File: src/rtl/board_ui_ctrl.sv
// Board user-interface controller: synchronises switches, debounces buttons into
// level/press outputs, and pages a wide status bus onto LEDs with flash and heartbeat.
module board_ui_ctrl #(
   parameter int NUM_BTN      = 2,
   parameter int NUM_SW       = 4,
   parameter int NUM_LED      = 8,
   parameter int NUM_PAGES    = 4,
   parameter int DEBOUNCE_CYC = 1000000,
   parameter int FLASH_CYC    = 50000000,
   parameter int HB_EN        = 1,
   parameter int HB_DIV       = 50000000
) (
   input  logic                           sys_clk,
   input  logic                           rstbtn_n,
   input  logic [NUM_BTN-1:0]             btn,
   input  logic [NUM_SW-1:0]              sw,
   input  logic [NUM_PAGES*NUM_LED-1:0]   status_bus,
   output logic [NUM_BTN-1:0]             btn_level,
   output logic [NUM_BTN-1:0]             btn_press,
   output logic [NUM_SW-1:0]              sw_sync,
   output logic [$clog2(NUM_PAGES)-1:0]   page,
   output logic [NUM_LED-1:0]             led
);

   localparam int PW  = $clog2(NUM_PAGES);
   localparam int DCW = $clog2(DEBOUNCE_CYC);
   localparam int FCW = $clog2(FLASH_CYC + 1);
   localparam int HCW = $clog2(HB_DIV + 1);

   localparam logic [DCW-1:0] DB_MAX     = DCW'(DEBOUNCE_CYC - 1);
   localparam logic [FCW-1:0] FLASH_LOAD = FCW'(FLASH_CYC);
   localparam logic [HCW-1:0] HB_MAX     = HCW'(HB_DIV - 1);
   localparam logic [PW-1:0]  PG_MAX     = PW'(NUM_PAGES - 1);

   logic [NUM_BTN-1:0] r_btn_meta;
   logic [NUM_BTN-1:0] r_btn_sync;
   logic [NUM_BTN-1:0] r_level;
   logic [NUM_BTN-1:0] r_level_d;
   logic [NUM_BTN-1:0] r_press;
   logic [NUM_SW-1:0]  r_sw_meta;
   logic [NUM_SW-1:0]  r_sw_sync;
   logic [DCW-1:0]     r_db_cnt [NUM_BTN];
   logic [PW-1:0]      r_page;
   logic [FCW-1:0]     r_flash_cnt;
   logic [HCW-1:0]     r_hb_cnt;
   logic               r_hb;
   logic [NUM_LED-1:0] r_led;

   logic               w_up;
   logic               w_dn;
   logic               w_page_chg;
   logic [PW-1:0]      w_page_nxt;
   logic [NUM_LED-1:0] w_onehot;
   logic [NUM_LED-1:0] w_led_nxt;

   // Two-flop synchronisers for the asynchronous buttons and switches
   always_ff @(posedge sys_clk or negedge rstbtn_n) begin
      if (!rstbtn_n) begin
         r_btn_meta <= '0;
         r_btn_sync <= '0;
         r_sw_meta  <= '0;
         r_sw_sync  <= '0;
      end else begin
         r_btn_meta <= btn;
         r_btn_sync <= r_btn_meta;
         r_sw_meta  <= sw;
         r_sw_sync  <= r_sw_meta;
      end
   end

   // Debounce: a pending level is accepted only after it has been stable for the full window
   always_ff @(posedge sys_clk or negedge rstbtn_n) begin
      if (!rstbtn_n) begin
         for (int i = 0; i < NUM_BTN; i++) begin
            r_db_cnt[i] <= '0;
         end
         r_level   <= '0;
         r_level_d <= '0;
         r_press   <= '0;
      end else begin
         for (int i = 0; i < NUM_BTN; i++) begin
            if (r_btn_sync[i] == r_level[i]) begin
               r_db_cnt[i] <= '0;
            end else if (r_db_cnt[i] == DB_MAX) begin
               r_db_cnt[i] <= '0;
               r_level[i]  <= r_btn_sync[i];
            end else begin
               r_db_cnt[i] <= r_db_cnt[i] + 1'b1;
            end
         end
         r_level_d <= r_level;
         r_press   <= r_level & ~r_level_d;
      end
   end

   // Page stepping; simultaneous up and down presses cancel out
   always_comb begin
      w_up       = r_press[1] & ~r_press[0];
      w_dn       = r_press[0] & ~r_press[1];
      w_page_chg = w_up | w_dn;
      w_page_nxt = r_page;
      if (w_up) begin
         if (r_page == PG_MAX) begin
            w_page_nxt = '0;
         end else begin
            w_page_nxt = r_page + 1'b1;
         end
      end else if (w_dn) begin
         if (r_page == '0) begin
            w_page_nxt = PG_MAX;
         end else begin
            w_page_nxt = r_page - 1'b1;
         end
      end else begin
         w_page_nxt = r_page;
      end
   end

   // Page register, flash countdown and free-running heartbeat
   always_ff @(posedge sys_clk or negedge rstbtn_n) begin
      if (!rstbtn_n) begin
         r_page      <= '0;
         r_flash_cnt <= '0;
         r_hb_cnt    <= '0;
         r_hb        <= 1'b0;
      end else begin
         r_page <= w_page_nxt;
         if (w_page_chg) begin
            r_flash_cnt <= FLASH_LOAD;
         end else if (r_flash_cnt != '0) begin
            r_flash_cnt <= r_flash_cnt - 1'b1;
         end else begin
            r_flash_cnt <= r_flash_cnt;
         end
         if (r_hb_cnt == HB_MAX) begin
            r_hb_cnt <= '0;
            r_hb     <= ~r_hb;
         end else begin
            r_hb_cnt <= r_hb_cnt + 1'b1;
         end
      end
   end

   // LED source select: page number while flashing, otherwise the status slice
   always_comb begin
      w_onehot = '0;
      for (int i = 0; i < NUM_LED; i++) begin
         w_onehot[i] = (int'(r_page) == i);
      end
      w_led_nxt = status_bus[int'(r_page)*NUM_LED +: NUM_LED];
      if (r_flash_cnt != '0) begin
         w_led_nxt = w_onehot;
      end else begin
         w_led_nxt[NUM_LED-1] = (HB_EN != 0) ? r_hb
                                             : status_bus[int'(r_page)*NUM_LED + NUM_LED - 1];
      end
   end

   // Registered LED drive
   always_ff @(posedge sys_clk or negedge rstbtn_n) begin
      if (!rstbtn_n) begin
         r_led <= '0;
      end else begin
         r_led <= w_led_nxt;
      end
   end

   assign btn_level = r_level;
   assign btn_press = r_press;
   assign sw_sync   = r_sw_sync;
   assign page      = r_page;
   assign led       = r_led;

endmodule

File: config.mk
export PLATFORM = sky130hd
export DESIGN_NAME = board_ui_ctrl
export DESIGN_NICKNAME = d
export VERILOG_FILES = /design/src/rtl/board_ui_ctrl.sv
export SDC_FILE = /design/constraint.sdc
export NUM_CORES = 1
export LEC_CHECK = 0
export ABC_AREA = 1
export BUFFER_PORTS_ARGS = -buffer_cell sky130_fd_sc_hd__buf_2
export CELL_PAD_IN_SITES_DETAIL_PLACEMENT = 0
export CELL_PAD_IN_SITES_GLOBAL_PLACEMENT = 1
export CORE_MARGIN = 5
export CORE_UTILIZATION = 49
export CTS_BUF_LIST = sky130_fd_sc_hd__clkbuf_8
export DETAILED_ROUTE_END_ITERATION = 7
export PLACE_DENSITY_LB_ADDON = 0.08
export SLEW_MARGIN = 10
export SYNTH_ARGS = -nofsm -noshare
export SYNTH_HDL_FRONTEND = slang
export SYNTH_SLANG_ARGS = --single-unit
File: constraint.sdc
create_clock -name sys_clk -period 2.3 [get_ports sys_clk]
set_input_delay 0.345 -clock sys_clk [delete_from_list [all_inputs] [get_ports sys_clk]]
set_output_delay 0.345 -clock sys_clk [all_outputs]
set_load 0.03 [all_outputs]
==> impl_metrics.json, run 1 <==
{
  "drc": 0,
  "dieArea_mm2": 0.0161,
  "post_drt_wl_per_cell_um": 12.8,
  "cts_tree": "done",
  "critPathKind": "flop to flop",
  "hpwl_um": 10900,
  "cts_setup_buffers": 0,
  "yosys.area.top_type_share": 0.453,
  "syn_to_final_growth_pct": 13.6,
  "maxCapViolCount": 0,
  "maxSlewViolCount": 0,
  "crit_required_ps": 2630,
  "grt_start_max_net_pins": 122,
  "end_kind": "flop",
  "final.min_clock_period_ps": 1930,
  "dr.pass1.iters": 5,
  "initial_core_util": 0.502,
  "core_mm2": 0.0133,
  "fp.dieW_um": 127,
  "synth_top_area_cell": "dfrtp_1",
  "worst_pin_slew_ps": 683,
  "antenna_found_initial": 0,
  "ys_seq_area_frac": 0.453,
  "whs_ps": -64.6,
  "syn_area_mm2": 0.00668,
  "max_slew_margin": 0.545,
  "timing.fmax_mhz": 519,
  "p_per_area_mw_per_mm2": 543,
  "crit_path_start_kind": "flop",
  "fin_crit_sh": 0.837,
  "grt_pass1_vias": 5734,
  "violations": "negative hold slack",
  "synth.area.top_cells": "dfrtp_1, nor2_1, nand2_1",
  "synth.avg_cell_area_um2": 7.35,
  "postRouteWirelength_um": 15000,
  "row_count": 42,
  "drive_gt1_frac": 0.128,
  "ant_nets": 0,
  "rsz0062_at_grt": "false",
  "grt-ovfl-total": 0,
  "synth_edf_count": 0,
  "htree_num_levels": 4,
  "grt_pass1_wl_um": 26200,
  "status": "finished with violations",
  "placed_area_mm2": 0.00715,
  "async_flop_share": 1.00,
  "synth_cell_types": 36,
  "synth_nets": 957,
  "finalSetupTns_ps": 0,
  "insertion_delay_ps": 440,
  "drt_iter0_markers": 387,
  "finalHoldViolations": 21,
  "finalInstanceArea_mm2": 0.00758,
  "rrSetupSlack_ps": 370,
  "vias": 5858,
  "clockBufferDepth": 2,
  "synth_seq_cells": 121,
  "antennaDiodeCount": 0,
  "finalSetupViolCount": 0,
  "peakVddDrop_mv": 0.441,
  "synth_ff_type": "dfrtp_1",
  "die_y_um": 127,
  "track_usage": 0.197,
  "crit_fanout": 8,
  "yosys_warnings": 0,
  "finClkSkew_ps": 11.3,
  "hold_class": "primary input to async pin",
  "io_buffer_count": 53,
  "root_buffer": "clkbuf_8",
  "vias_per_cell": 5.01,
  "cts_sinks": 121,
  "crit_arrival_ps": 2260,
  "p_leak_nw": 3.87,
  "path_clk_slew_ps": 80,
  "cts_made_buffers": 17,
  "globalplace.congestion": 0.878,
  "syn_inst": 908,
  "pin_count": 58,
  "final_nets": 1030
}
[cell type report]
type,count,area (um2)
clock buffer,18,248
clock inverter,14,124
fill,1289,5710
inverter,119,447
multi-input combinational,660,3160
sequential,121,3030
tap,176,220
timing repair buffer,62,363
[synthesized netlist by cell type, types with 2 or more instances]
| cell type | n |
|---|---|
| nand3_2 | 2 |
| nand4_1 | 23 |
| or2_2 | 8 |
| buf_6 | 2 |
| clkinv_1 | 3 |
| nor2_1 | 222 |
| nand3_1 | 67 |
| a21o_1 | 2 |
| nor2_2 | 6 |
| a21oi_1 | 17 |
| ha_1 | 9 |
| clkbuf_1 | 4 |
| and2_1 | 2 |
| xor2_1 | 24 |
| o21bai_1 | 2 |
| dfrtp_1 | 121 |
| nor3_1 | 16 |
| o22ai_1 | 4 |
| o21ai_0 | 20 |
| nand2_2 | 8 |
| nand3b_1 | 6 |
| o21ai_1 | 3 |
| inv_2 | 3 |
| nor3b_1 | 2 |
| nor2_4 | 5 |
| xnor2_1 | 10 |
| inv_1 | 113 |
| nor3_2 | 4 |
| nand2_1 | 193 |
[cell families after synthesis]
group                      count (synthesis)  share of synthesized area
adders and majority gates                  9                     0.0169
buffers and inverters                    127                     0.0740
xor gates and xnor gates                  34                     0.0446
and+or+nand+nor                          568                      0.372
AOI/OAI and AO/OA                         49                     0.0393
DFF                                      121                      0.453
[placed cells by master, fill, tap and decap left out, drive strengths merged]
cell type    count
o21ai           23
bufinv           1
nor4             1
nand3b           6
or2              8
a21oi           17
xor2            24
nand4           23
nor2           233
dfrtp          121
clkinv          13
o22ai            4
and2             3
clkinvlp         1
buf             56
xnor2           10
nand2          202
o211ai           1
dlygate4sd3      6
inv            118
ha               9
nor3b            3
a21o             2
nor3            20
nand3           69
o21bai           2
clkbuf          18
[worst max-delay path: stages (launching register included)]
cell and delay, ps:
dfrtp_1 370, inv_1 130, ha_1 370, nand2_2 140, inv_2 110, nand2_1 80, nor2_1 160, nand3_2 220
inv_2 190, nor2_1 70
[routing by layer]
layer  GRT usage  vias to the layer above  part of all wire  wire length, um
li1            -                     2983                 -                -
met1       0.260                     2695              0.46             6930
met2       0.320                      162              0.46             6840
met3      0.0488                       18             0.067             1010
met4      0.0599                        0             0.012              174
met5           0                        -                 0                0
[per-stage QoR]
step	worst slack [ps]	hold WS [ps]	instances	total power, mW	util
6_report	374	-64.6	1170	4.12	0.570
5_1_grt	245	44.8	1170	4.29	0.570
4_1_cts	385	13.2	1170	4.17	0.570
3_5_place_dp	394	345	1132	2.36	0.538
3_3_place_gp	479	332	1132	2.36	0.538
2_1_floorplan	675	49.4	908	2.26	-
[flip-flops by register name (all words and copies together) (netlist names), 4 cells and up]
signal and flops:
r_hb_cnt 26, r_db_cnt 40, r_sw_meta 4, sw_sync 4, led 8, r_flash_cnt 26
[timing repair]
action / 4_1_cts / 5_1_grt
endpoints found under the hold margin: 6 / 0
hold buffers: 6 / 0
resized for setup: 0 / 0
[path summary, 6_finish.rpt]
kind | start | end | cells past startpoint
worst max-delay path | r_flash_cnt[0]$_DFFE_PN0P_ | r_flash_cnt[18]$_DFFE_PN0P_ | 9
max in group asynchronous | rstbtn_n | r_db_cnt[38]$_DFF_PN0_ | 2
worst max register to register | r_flash_cnt[0]$_DFFE_PN0P_ | r_flash_cnt[18]$_DFFE_PN0P_ | 9
worst min register to register | r_sw_meta[1]$_DFF_PN0_ | sw_sync[1]$_DFF_PN0_ | 0
min in group sys_clk | status_bus[30] | led[6]$_DFF_PN0_ | 3
worst min-delay path | rstbtn_n | r_flash_cnt[12]$_DFFE_PN0P_ | 2
[report_power, final]
group / switching [mW] / internal [mW]
logic: 0.103 / 0.0550
clock network: 0.909 / 0.884
registers: 0.0138 / 2.15
(Power assumes the default switching activity.)
==> inputs of run 2 (changes only) <==
CORE_UTILIZATION = 45   (was 49)
clock period = 2 ns   (was 2.3 ns; I/O delays follow)
==> impl_metrics.json, run 2 (synthesis gave the netlist of run 1 again) <==
{
  "hold_class": "primary input to flop",
  "whs_ps": 152,
  "root_buffer": "clkbuf_8",
  "pin_count": 58,
  "dr.pass1.iters": 5,
  "placed_area_mm2": 0.00722,
  "crit_arrival_ps": 2140,
  "wl_met2_um": 7120,
  "reg_top3": "r_db_cnt: 40 flops, r_flash_cnt: 26 flops, r_hb_cnt: 26 flops",
  "crit_fanout": 7,
  "drc": 0,
  "crit_required_ps": 2340,
  "largest_reg_flops": 40,
  "critPathKind": "flop to flop",
  "grt_start_max_net_pins": 44,
  "finalHoldViolations": 0,
  "grt_pass1_wl_um": 26900,
  "clockBufferDepth": 2,
  "dieArea_mm2": 0.0174,
  "dr_wl_met3_um": 789,
  "grt_pass1_vias": 5686,
  "end_kind": "flop",
  "drive_gt1_frac": 0.134,
  "fp.dieW_um": 132,
  "met1_length_um": 7400,
  "layout_common_cells": "nor2_1, nand2_1, dfrtp_1, inv_1, nand3_1",
  "cts_sinks": 121,
  "ant_nets": 0,
  "io_buffer_count": 53,
  "layout_commonest_cell": "nor2_1",
  "syn_to_final_growth_pct": 16.3,
  "hpwl_um": 11700,
  "maxCapViolCount": 0,
  "globalplace.congestion": 0.853,
  "crit_chain": "ha_1 -> nand3_2 -> nor3_2 -> nand3_1 -> nand2_2 -> inv_1 -> nand2_1 -> nor2_1",
  "cts_tree": "done",
  "finalSetupTns_ps": 0,
  "timing.fmax_mhz": 555,
  "routed.top_layer": "met4",
  "initial_core_util": 0.459,
  "path_clk_slew_ps": 80,
  "maxSlewViolCount": 0,
  "final.min_clock_period_ps": 1800,
  "critical-path-slowest-cell": "dfrtp_1",
  "vias": 5783,
  "cts_made_buffers": 17,
  "rsz0062_at_grt": "false",
  "p_leak_nw": 3.95,
  "track_usage": 0.187,
  "post-route-util": 0.534,
  "cts_setup_buffers": 0,
  "finalInstanceArea_mm2": 0.00776,
  "fillers": 1473,
  "row_count": 44,
  "rrSetupSlack_ps": 200,
  "vias_per_cell": 4.88,
  "fin_crit_sh": 0.901,
  "crit_path_start_kind": "flop",
  "critPathTopFamily": "simple AND/OR/NAND/NOR gates",
  "antenna_found_initial": 0,
  "insertion_delay_ps": 450,
  "grt-ovfl-total": 0,
  "finClkSkew_ps": 18.6,
  "postRouteWirelength_um": 15500,
  "core_mm2": 0.0145,
  "post_drt_wl_per_cell_um": 13.1,
  "critPathMaxStageDelay_ps": 460,
  "finalSetupViolCount": 0,
  "p_per_area_mw_per_mm2": 682,
  "drt_iter0_markers": 304,
  "largest-register": "r_db_cnt",
  "peakVddDrop_mv": 0.577,
  "worst_pin_slew_ps": 462,
  "final_nets": 1037,
  "worst-path-buf-inv": 1,
  "htree_num_levels": 4,
  "die_y_um": 132,
  "max_slew_margin": 0.691,
  "antennaDiodeCount": 0,
  "status": "completed"
}
## run 2: cell count changes in the layout (fill, tap and decap cells not counted), moves of 2 or more
| cell | change |
|---|---|
| buf_4 | +5 |
| clkinv_2 | -4 |
| bufinv_16 | +4 |
| inv_6 | +2 |
## run 2: worst paths after layout
kind	depth (start not counted)	to	startpoint
setup / recovery	8	r_db_cnt[37]$_DFF_PN0_	r_db_cnt[20]$_DFF_PN0_
hold / removal	3	led[5]$_DFF_PN0_	status_bus[29]
setup reg to reg	8	r_db_cnt[37]$_DFF_PN0_	r_db_cnt[20]$_DFF_PN0_
hold reg to reg	0	sw_sync[0]$_DFF_PN0_	r_sw_meta[0]$_DFF_PN0_
max in group asynchronous	3	r_hb_cnt[2]$_DFF_PN0_	rstbtn_n
min in group asynchronous	2	r_flash_cnt[17]$_DFFE_PN0P_	rstbtn_n
## run 2: stage by stage
stage | std cells | setup slack, ps | power [mW]
detailed placement | 1146 | 163 | 2.73
CTS | 1185 | 140 | 5.37
finish | 1185 | 198 | 5.29
global placement | 1146 | 223 | 2.72
global route | 1185 | 16.1 | 5.51
floorplan | 908 | 375 | 2.60
## run 2: layer usage
layer	track usage	up-vias
met5	0	-
met4	0.0503	0
met3	0.0561	16
met2	0.300	120
met1	0.247	2640
li1	-	3007
## run 2: power by group
group,internal (mW),total [mW],switching (mW)
registers,2.47,2.49,0.0150
logic,0.0712,0.196,0.124
clock network,1.51,2.61,1.10
total,4.06,5.29,1.24
## run 2: worst reg2reg max path: stages (launching register included)
cell and delay, ps:
dfrtp_1 460, ha_1 240, nand3_2 150, nor3_2 220, nand3_1 210, nand2_2 200
inv_1 120, nand2_1 70, nor2_1 40
## run 2: area by class of cell
| class | count | area [um2] | share of cell area |
|---|---|---|---|
| inverter | 119 | 447 | 0.0575 |
| tap | 184 | 230 | 0.0297 |
| clock inverter | 15 | 236 | 0.0305 |
| sequential | 121 | 3030 | 0.390 |
| timing repair buffer | 69 | 430 | 0.0554 |
| multi-input combinational | 660 | 3160 | 0.407 |
| clock buffer | 17 | 234 | 0.0301 |
## run 2: what timing repair did
item,in CTS,in global routing
hold buffers,7,0
hold endpoints to repair,30,0
gates resized for setup,0,1
setup endpoints to repair,0,7
==> inputs of run 3 (changes only) <==
CORE_UTILIZATION = 44   (was 45)
CTS_BUF_LIST = default   (was sky130_fd_sc_hd__clkbuf_8)
==> impl_metrics.json, run 3 (synthesis gave the netlist of run 1 again) <==
{
  "finalSetupTns_ps": 0,
  "critical-path-slowest-cell": "ha_1",
  "timing.fmax_mhz": 578,
  "peakVddDrop_mv": 0.557,
  "critPathKind": "flop to flop",
  "final.min_clock_period_ps": 1730,
  "io_buffer_count": 53,
  "finClkSkew_ps": 7.31,
  "track_usage": 0.181,
  "drt_iter0_markers": 349,
  "violations": "negative hold slack",
  "cts_tree": "done",
  "finalHoldViolations": 15,
  "rrSetupSlack_ps": 270,
  "switching_share": 0.225,
  "grt_start_max_net_pins": 122,
  "layout_common_cells": "nor2_1, nand2_1, dfrtp_1, inv_1, nand3_1",
  "finalSetupViolCount": 0,
  "power_mw": 5.75,
  "cts_made_buffers": 17,
  "insertion_delay_ps": 420,
  "largest-register": "r_db_cnt",
  "layout_commonest_cell": "nor2_1",
  "layoutNonFillerInstCount": 1186,
  "rr_worst_depth": 5,
  "antenna_found_initial": 0,
  "worst_pin_slew_ps": 675,
  "ant_nets": 0,
  "rr_startpoint": "btn_press[0]$_DFF_PN0_",
  "startpoint": "btn_press[0]$_DFF_PN0_",
  "whs_ps": -70.9,
  "crit_path_start_kind": "flop",
  "p_leak_nw": 3.98,
  "globalplace.congestion": 0.861,
  "crit_required_ps": 2290,
  "end_kind": "flop",
  "crit_arrival_ps": 2020,
  "maxCapViolCount": 0,
  "final_nets": 1034,
  "power.internal_mw": 4.45,
  "hpwl_um": 11200,
  "dieArea_mm2": 0.0177,
  "critPathMaxStageDelay_ps": 470,
  "initial_core_util": 0.444,
  "vias_per_cell": 4.88,
  "post_drt_wl_per_cell_um": 12.8,
  "fin_crit_sh": 0.866,
  "setup_slack_ps": 269,
  "root_buffer": "clkbuf_16",
  "dp.cells": 1148,
  "reg_top3": "r_db_cnt: 40 flops, r_flash_cnt: 26 flops, r_hb_cnt: 26 flops",
  "drc": 0,
  "pin_count": 58,
  "row_count": 45,
  "p_per_area_mw_per_mm2": 732,
  "fp.dieW_um": 133,
  "grt-ovfl-total": 0,
  "hold_class": "primary input to async pin",
  "maxSlewViolCount": 0,
  "pre_cts_ws_ps": 241,
  "drive_gt1_frac": 0.130,
  "max_slew_margin": 0.550,
  "netSwitchingPower_mw": 1.29,
  "path_clk_slew_ps": 60,
  "clockBufferDepth": 2,
  "vias": 5784,
  "seqPwrFrac": 0.434,
  "p_clk_frac": 0.534,
  "syn_to_final_growth_pct": 17.6,
  "postRouteWirelength_um": 15200,
  "die_y_um": 133,
  "cts.repair.resized": 0,
  "htree_num_levels": 4,
  "grt_pass1_wl_um": 26200,
  "grt_pass1_vias": 5419,
  "cts_sinks": 121,
  "rsz0062_at_grt": "false",
  "crit_chain": "inv_1 -> ha_1 -> clkinv_1 -> a21oi_1 -> o21ai_0",
  "dr.pass1.iters": 5,
  "crit_fanout": 10,
  "core_mm2": 0.0150,
  "p_comb_frac": 0.032,
  "antennaDiodeCount": 0,
  "largest_reg_flops": 40,
  "regToRegEndpoint": "r_flash_cnt[17]$_DFFE_PN0P_",
  "cp-endpoint": "r_flash_cnt[17]$_DFFE_PN0P_",
  "status": "finished with violations"
}
-- run 3: power by group through the flow --
stage | Combinational (mW) | Sequential [mW] | Clock (mW)
finish | 0.183 | 2.49 | 3.07
global route | 0.212 | 2.50 | 3.29
CTS | 0.190 | 2.49 | 3.15
detailed placement | 0.180 | 2.54 | 0
global placement | 0.179 | 2.54 | 0
floorplan | 0.0435 | 2.56 | 0
-- run 3: what timing repair did --
action	in CTS	in global routing
setup buffers	0	0
hold buffers	6	0
endpoints found under the hold margin	6	0
-- run 3: worst min-delay path by stage --
stage                            start                     endpoint  slack (ps)  depth (start not counted)
2_1_floorplan                 rstbtn_n     btn_level[0]$_DFFE_PN0P_           4                          0
3_3_place_gp   r_btn_meta[1]$_DFF_PN0_      r_btn_sync[1]$_DFF_PN0_         330                          0
3_5_place_dp    r_sw_meta[0]$_DFF_PN0_         sw_sync[0]$_DFF_PN0_         340                          0
4_1_cts                       rstbtn_n  r_flash_cnt[25]$_DFFE_PN0P_           6                          2
5_1_grt                       rstbtn_n  r_flash_cnt[25]$_DFFE_PN0P_          20                          2
6_report                      rstbtn_n  r_flash_cnt[25]$_DFFE_PN0P_         -70                          2
-- run 3: metal layers --
layer | routed length (um) | track usage
met5 | 0 | 0
met4 | 106 | 0.0457
met3 | 743 | 0.0521
met2 | 7040 | 0.291
met1 | 7310 | 0.242
-- run 3: area by class of cell --
cell class                 instances  area, um2
clock buffer                      20        457
clock inverter                    12        140
fill                            1435       7180
inverter                         119        447
multi-input combinational        660       3160
sequential                       121       3030
tap                              188        235
timing repair buffer              66        393
-- run 3: per-stage QoR --
| stage | instance area (um2) | utilization |
|---|---|---|
| finish | 7860 | 0.523 |
| detailed placement | 7200 | 0.479 |
| global placement | 7200 | 0.479 |
| floorplan | 6680 | - |
| global route | 7860 | 0.523 |
| CTS | 7860 | 0.523 |
-- run 3: critical path: cells and delay by family, from the launching register on --
family	cells	cell delay, ps
buf+inv	2	440
compound gates	2	340
fa+ha+maj	1	470
flops	1	350
